## config.mk

```make
export PLATFORM = sky130hd
export DESIGN_NAME = ram_bus_arbiter
export DESIGN_NICKNAME = d
export VERILOG_FILES = /design/src/rtl/ram_bus_arbiter.sv
export SDC_FILE = /design/constraint.sdc
export NUM_CORES = 1
export LEC_CHECK = 0
export ABC_AREA = 1
export CAP_MARGIN = 20
export CORE_UTILIZATION = 60
export CTS_BUF_LIST = sky130_fd_sc_hd__clkbuf_4
export CTS_CLUSTER_DIAMETER = 150
export DETAILED_ROUTE_END_ITERATION = 10
export DONT_BUFFER_PORTS = 1
export PLACE_DENSITY = 0.76
export RECOVER_POWER = 50
export SYNTH_ARGS = -nofsm -noshare
export SYNTH_HDL_FRONTEND = slang
export SYNTH_SLANG_ARGS = --single-unit
```

## constraint.sdc

```tcl
create_clock -name clk -period 2.7 [get_ports clk]
set_input_delay 0.405 -clock clk [delete_from_list [all_inputs] [get_ports clk]]
set_output_delay 0.405 -clock clk [all_outputs]
set_load 0.1 [all_outputs]
```

## src/rtl/ram_bus_arbiter.sv

```systemverilog
// Two-master round-robin arbiter in front of a single-port synchronous RAM.
// Addresses 0 (buttons) and 1 (display register) are served locally.
module ram_bus_arbiter #(
   parameter int ADDR_W = 12,
   parameter int DATA_W = 16,
   parameter int DEPTH  = 64
) (
   input  logic              clk,
   input  logic              res,
   input  logic              m0_req,
   input  logic              m0_we,
   input  logic [ADDR_W-1:0] m0_addr,
   input  logic [DATA_W-1:0] m0_wdata,
   output logic [DATA_W-1:0] m0_rdata,
   output logic              m0_ack,
   input  logic              m1_req,
   input  logic              m1_we,
   input  logic [ADDR_W-1:0] m1_addr,
   input  logic [DATA_W-1:0] m1_wdata,
   output logic [DATA_W-1:0] m1_rdata,
   output logic              m1_ack,
   output logic              ram_sel,
   output logic              ram_ld,
   output logic [ADDR_W-1:0] ram_addr,
   output logic [DATA_W-1:0] ram_wdata,
   input  logic [DATA_W-1:0] ram_rdata,
   input  logic [1:0]        btn_in,
   output logic [DATA_W-1:0] hex_out
);

   typedef enum logic [1:0] {IDLE, ACCESS, LATCH, DONE} state_t;

   state_t              state, state_nxt;
   logic                last_grant, gnt, gnt_nxt;
   logic                cmd_we;
   logic [ADDR_W-1:0]   cmd_addr;
   logic [DATA_W-1:0]   cmd_wdata;
   logic [DATA_W-1:0]   io_data;
   logic                cmd_ram, cmd_io0, cmd_io1;

   always_ff @(posedge clk) begin
      if (res) state <= IDLE;
      else     state <= state_nxt;
   end

   always_comb begin
      state_nxt = state;
      case (state)
         IDLE:    if (m0_req || m1_req) state_nxt = ACCESS;
         ACCESS:  state_nxt = LATCH;
         LATCH:   state_nxt = DONE;
         DONE:    state_nxt = IDLE;
         default: state_nxt = IDLE;
      endcase
   end

   always_comb begin
      gnt_nxt = 1'b0;
      if (m0_req && m1_req) gnt_nxt = ~last_grant;
      else if (m1_req)      gnt_nxt = 1'b1;
      cmd_io0   = (cmd_addr == '0);
      cmd_io1   = (cmd_addr == ADDR_W'(1));
      cmd_ram   = (cmd_addr >= ADDR_W'(2)) && (cmd_addr < ADDR_W'(DEPTH));
      // reset masks the strobes combinationally so it wins over a same-cycle ack
      ram_sel   = (state == ACCESS) && cmd_ram && !res;
      ram_ld    = ram_sel && !cmd_we;
      ram_addr  = ram_sel ? cmd_addr  : '0;
      ram_wdata = ram_sel ? cmd_wdata : '0;
      m0_ack    = (state == DONE) && !gnt && !res;
      m1_ack    = (state == DONE) &&  gnt && !res;
   end

   always_ff @(posedge clk) begin
      if (res) begin
         last_grant <= 1'b1;
         gnt        <= 1'b0;
         cmd_we     <= 1'b0;
         cmd_addr   <= '0;
         cmd_wdata  <= '0;
         io_data    <= '0;
         hex_out    <= '0;
         m0_rdata   <= '0;
         m1_rdata   <= '0;
      end else begin
         case (state)
            IDLE: if (m0_req || m1_req) begin
               gnt <= gnt_nxt;
               // only a contested grant moves the round-robin pointer
               if (m0_req && m1_req) last_grant <= gnt_nxt;
               cmd_we    <= gnt_nxt ? m1_we    : m0_we;
               cmd_addr  <= gnt_nxt ? m1_addr  : m0_addr;
               cmd_wdata <= gnt_nxt ? m1_wdata : m0_wdata;
            end
            ACCESS: begin
               io_data <= cmd_io0 ? DATA_W'(btn_in) : (cmd_io1 ? hex_out : '0);
               if (cmd_io1 && cmd_we) hex_out <= cmd_wdata;
            end
            LATCH: if (!cmd_we) begin
               if (gnt) m1_rdata <= cmd_ram ? ram_rdata : io_data;
               else     m0_rdata <= cmd_ram ? ram_rdata : io_data;
            end
            default: ;
         endcase
      end
   end

endmodule

```

### Word-level counts from Yosys, hierarchy flattened

Cells that the tools add are included.

| operators by class | value |
|---|---|
| magnitude comparators | 2 |
| equality and inequality tests | 5 |
| mux-type cells | 12 |
| bitwise operators | 3 |
| reduce and logical (&&, ||, !) cells | 21 |

Operators by type and width:

| operator | number |
|---|---|
| two-way mux 16 bit | 5 |
| two-way mux 12 bit | 2 |
| equality test 12 x 1 -> 1 bit, second input constant | 1 |
| greater-or-equal comparator 12 x 2 -> 1 bit, second input constant | 1 |
| logical NOT 12 bit | 1 |
| less-than comparator 12 x 7 -> 1 bit, second input constant | 1 |
| logical AND 1 bit | 10 |
| AND reduction 3 bit | 3 |
| one-hot mux 2 bit (4 select lines) | 1 |
| equality test 2 bit, second input constant | 2 |
| AND reduction 2 bit | 2 |
| logical NOT 1 bit | 3 |
| two-way mux 1 bit | 3 |
| inverter 1 bit | 3 |
| equality test 2 x 1 -> 1 bit, second input constant | 1 |
| logical NOT 2 bit | 1 |
| two-way mux 2 bit | 1 |
| inequality test 2 bit, second input constant | 1 |
| logical OR 1 bit | 1 |

| storage, ports and cells | value |
|---|---|
| flip-flop bits (word level) | 97 |
| word-level logic and storage cells | 53 |

### Longest topological paths before layout

Gate-level depths: netlist of the first run.

| depth | value |
|---|---|
| depth after elaboration | 5 |
| gate-level depth with buffers | 11 |

### Least setup slack after synthesis of the first run

No wires, ideal clock.

| timing | value |
|---|---|
| kind | in2out |
| start | input res |
| end | output m0_ack |
| data arrival time | 2850 ps |
| required time | 2295 ps |
| path slack | -555 ps |
| stages on the path | 3 |
| path buffers | 2 |
| cells stage by stage | buf_2 > clkbuf_1 > nor3_1 |

| between the ends | value |
|---|---|
| cells in the longest elaborated chain, start to end | 2 |

RTL lines:

| item | RTL line | source |
|---|---|---|
| start: declaration | 9 | `input logic res,` |
| logical NOT 1 bit | 69 | `m0_ack = (state == DONE) && !gnt && !res;` |
| logical AND 1 bit | 69 |  |
| end: declaration | 15 | `output logic m0_ack,` |

Every way passes these cells.

### Worst setup path after layout of the first run

| timing | value |
|---|---|
| start | register cmd_addr[1] |
| end | output ram_wdata[12] |

| between the ends | value |
|---|---|
| cells in the longest elaborated chain, start to end | 5 |
| elaborated cells between the ends (all ways) | 6 |

RTL lines:

| item | RTL line | source |
|---|---|---|
| start: declaration | 36 | `logic [ADDR_W-1:0] cmd_addr;` |
| start signal: assignment | 91 | `cmd_addr <= gnt_nxt ? m1_addr : m0_addr;` |
| greater-or-equal comparator 12 x 2 -> 1 bit / less-than comparator 12 x 7 -> 1 bit (equally long branches) | 63 | `cmd_ram = (cmd_addr >= ADDR_W'(2)) && (cmd_addr < ADDR_W'(DEPTH));` |
| logical AND 1 bit (*) | 63 |  |
| logical AND 1 bit (*) (2 in a row) | 65 | `ram_sel = (state == ACCESS) && cmd_ram && !res;` |
| two-way mux 16 bit (*) | 68 | `ram_wdata = ram_sel ? cmd_wdata : '0;` |
| end: declaration | 25 | `output logic [DATA_W-1:0] ram_wdata,` |

Mark *: on every way between the ends. The rest lies on a longest branch, timed or not.

==> parameters.txt, run 1 <==
Parameter                              Value

Run status
  Result of the run ... complete, no violations

Placed design
  PortBufs ... 0
  DPL Wire Length ... 7870 um
  Weighted congestion at the end of routability-driven global placement ... 0.809
  Placed inst area ... between 0.005 and 0.006 mm2

Timing
  Finish-stage setup viols ... 0
  Shortest clock period the worst path allows after layout ... around 2500 ps
  Setup skew after layout ... just under 20 ps
  Slew @ Worst Pin ... between 1000 and 1500 ps
  RSZ-0062 raised after global routing ... no
  Setup_tns ... 0 ps
  Number of max-slew violations in the final report ... 0
  Fmax achieved ... 408 MHz
  Endpoints failing hold ... 0
  Max_slew headroom ... 0.111
  Final worst-path cycle share ... 0.909

GRT
  Maximum number of pins on one net before global-route repair ... 60
  First-pass GRT wire length ... roughly 18000 um
  Number of antenna violations at the first check in global routing ... 0
  Vias in the first global route ... 3838
  GRT Residual Overflow ... 0
  Global routing usage summed across all routing layers ... 0.267

Route
  DRC marker count from the first detailed-route iteration ... 193
  Total via count after detailed routing ... between 4000 and 5000
  Total wire length ... 11300 um
  Detailed-route vias per instance ... approximately 5.3
  Total iterations of the first detailed-routing run ... 5
  Final routed wire length divided by cell count ... approximately 14 um
  Post-detailed-route DRC marker count ... 0
  Antenna-violating nets left ... 0

Worst setup path
  Worst path cell trace ... nor2_1 > nand2_2 > nor2_8 > inv_6 > nand4_4 > nor2_2 > buf_12
  Maximum cell stage delay along the critical path ... 400 ps
  Setup crit end kind ... output port
  Worst-case reg-to-reg path depth ... 6
  Data required, critical path ... around 2300 ps
  Class of the most critical setup path ... flop to output port
  Startpoint of the worst-slack reg-to-reg timing path ... state[1]$_SDFFE_PP0P_
  Worst path slowest cell ... sky130_fd_sc_hd__dfxtp_1
  Max FO, Critical Path ... 19
  Critical Path Start Type ... flop
  Critical register-to-register path endpoint ... io_data[2]$_SDFFE_PP0P_
  Setup slack on the worst flop-to-flop path ... 350 ps
  Critical path data arrival time ... between 2000 and 2500 ps

Clock network
  H-tree depth ... 3
  Maximum buffer depth of the clock tree ... 2
  CTS Buf Count ... 9
  Post-CTS clock slew at the launch and capture registers of the worst setup and hold paths ... about 140 ps
  Worst-Skew Late Latency ... between 400 and 500 ps
  Clock tree from TritonCTS ... built
  CTS Root Cell ... sky130_fd_sc_hd__clkbuf_4
  CTS Sinks ... 97

Power
  Pwr per Cell Area ... about 950 mW/mm2
  Max rail drop VDD ... 0.464 mV
  Leak Pwr ... about 2.5 nW

Logic synthesis
  Top cells by area in the synthesized netlist ... sky130_fd_sc_hd__dfxtp_1 40%, sky130_fd_sc_hd__nand2_1 12%, sky130_fd_sc_hd__nor2_1 10%, sky130_fd_sc_hd__inv_1 6.5%, sky130_fd_sc_hd__nand3_1 5.2%
  Number of synthesized register bits ... 97
  Netlist area before placement ... 0.00481 mm2
  Synth Instances ... between 600 and 700
  Library cell occupying the most area in the post-synthesis netlist ... sky130_fd_sc_hd__dfxtp_1
  Warnings, synthesis ... 0
  Sequential element share of the synthesized area ... 0.404
  Area share of the largest cell type after synthesis ... 0.404
  Post-Syn Area per Cell ... ~7.0 um2
  Post-synthesis cell type count ... 32

Cells and area
  Number of nets in the finished design ... slightly below 800
  Fraction of layout instances using a drive strength above 1 ... 0.165
  Final design area excluding fillers ... approximately 0.0055 mm2
  Area grow syn2layout ... 15.1%
  Antenna cell count ... 0
  Area of combinational cells with multiple inputs ... ~0.0023 mm2
  Fill cell total of the finished layout ... 669
  Area used by sequential logic in the layout ... between 0.0015 and 0.002 mm2

Floorplan
  Top-level port count ... 160
  Initial core utilization ... 0.622
  Die footprint ... 0.00838 mm2
  Std cell rows ... 32
  Die X ... approximately 92 um
  Area of the core ... 0.00773 mm2
  Die Ht ... around 92 um

Hold path
  Hold path depth ... 2
  Min-Delay Path Class ... primary input to flop
  Hold EP ... last_grant$_SDFFE_PP1P_
  Min-Delay Startpoint ... res

Flow run
  Number of max-capacitance violations reported ... 0
==> through the flow <==
step | worst slack, ps | total power, W | util | std cells | hold WS, ps
detailed placement | 355 | 0.00437 | 0.703 | 791 | 455
finish | 247 | 0.00527 | 0.716 | 811 | 97.3
global placement | 456 | 0.00431 | 0.703 | 791 | 450
global route | 132 | 0.00557 | 0.716 | 811 | 75.4
CTS | 69.4 | 0.00535 | 0.731 | 809 | 0.0888
floorplan | -555 | 0.00407 | - | 692 | 444
==> report_power, final <==
| group | leakage (nW) | switching, W | internal [W] | total [W] |
|---|---|---|---|---|
| sequential | 0.791 | 0.000877 | 0.00171 | 0.00258 |
| clock | 0.0963 | 0.000484 | 0.000469 | 0.000953 |
| combinational | 1.63 | 0.00120 | 0.000534 | 0.00173 |
| total | 2.52 | 0.00256 | 0.00271 | 0.00527 |
==> worst max path at each step <==
| stage | end | startpoint | slack (ps) |
|---|---|---|---|
| 6_report | ram_wdata[12] | cmd_addr[1]$_SDFFE_PP0P_ | 250 |
| 5_1_grt | ram_wdata[9] | state[1]$_SDFFE_PP0P_ | 130 |
| 4_1_cts | ram_wdata[12] | state[1]$_SDFFE_PP0P_ | 70 |
| 3_5_place_dp | ram_wdata[12] | cmd_addr[8]$_SDFFE_PP0P_ | 350 |
| 3_3_place_gp | ram_wdata[11] | cmd_addr[11]$_SDFFE_PP0P_ | 460 |
| 2_1_floorplan | m0_ack | res | -550 |
==> worst max-delay path: cells and delay by family (launching register included) <==
kind	cells	cell delay, ps
DFF	1	400
and+or+nand+nor	5	830
buffers and inverters	2	370
==> metal layers <==
metal	vias to the layer above	share of wire	GRT usage
met5	-	0	0
met4	0	0.019	0.0913
met2	189	0.47	0.444
met1	1896	0.41	0.330
li1	2154	-	-
met3	19	0.094	0.0745
==> sequential cells by signal, indices dropped and copies added (netlist names) <==
name,flops
io_data,16
m0_rdata,16
cmd_addr,12
hex_out,16
m1_rdata,16
cmd_we,1
state,2
cmd_wdata,16
gnt,1
last_grant,1
==> cells in the final DEF (no fill, tap or decap), types with 3 or more instances in the layout <==
cell type                   netlist  routed
sky130_fd_sc_hd__a31oi_1         29      29
sky130_fd_sc_hd__clkbuf_4         0       9
sky130_fd_sc_hd__dfxtp_1         97      97
sky130_fd_sc_hd__nor2_1         131     110
sky130_fd_sc_hd__o21ai_0         30      32
sky130_fd_sc_hd__nand2_2         13      12
sky130_fd_sc_hd__inv_2            4       4
sky130_fd_sc_hd__nand2_1        150     157
sky130_fd_sc_hd__a21oi_1          6      13
sky130_fd_sc_hd__clkbuf_1        15       5
sky130_fd_sc_hd__bufinv_16        0       3
sky130_fd_sc_hd__nand2_4         11       5
sky130_fd_sc_hd__nor2_2           1      24
sky130_fd_sc_hd__nand3_1         50      50
sky130_fd_sc_hd__ha_1             4       3
sky130_fd_sc_hd__conb_1           1       6
sky130_fd_sc_hd__buf_12           2      24
sky130_fd_sc_hd__a21oi_2         12       4
sky130_fd_sc_hd__inv_1           83      83
sky130_fd_sc_hd__buf_4            6      11
sky130_fd_sc_hd__nand4_4          2       3
==> cell families (layout without fill, tap and decap cells) <==
family,after synthesis,after routing,synth area share
other cells,1,6,0.000780
simple gates,369,370,0.352
buf+inv,134,150,0.129
compound gates,81,81,0.102
flops,97,97,0.404
fa+ha+maj,4,4,0.0104
mux,1,1,0.00208
==> final cells by class <==
type                            count  area share
Multi-Input combinational cell    462       0.410
Sequential cell                    97       0.351
Timing Repair Buffer               45       0.119
Inverter                           89      0.0638
Tap cell                          102      0.0231
Clock inverter                      7      0.0210
Clock buffer                        9      0.0122
==> synthesized netlist by cell type, drive strengths merged <==
library cell	n
nor2	137
mux2i	1
nor3	5
bufinv	1
buf	30
nand2	175
a21oi	18
nand4	2
a31oi	29
o211ai	1
inv	88
clkbuf	15
ha	4
conb	1
dfxtp	97
o21ai	33
nand3	50
==> what timing repair did <==
item,in CTS,in global routing
gates resized for setup,1,1
hold buffers,1,1
setup endpoints to repair,24,24
gates cloned,1,0
pin swaps,0,1
setup buffers,0,1
hold endpoints to repair,5,10
Note: power is estimated with default switching activity, not from simulation.
==> inputs of run 2 (changes only) <==
Settings changed: CTS_CLUSTER_DIAMETER 150 to default.
==> results of run 2 <==
The final DEF is identical to that of run 1; final timing and power are the same.
==> inputs of run 3 (changes only) <==
Settings changed: CAP_MARGIN 20 to 5.
==> results of run 3 <==
The final DEF is identical to that of run 1; final timing and power are the same.
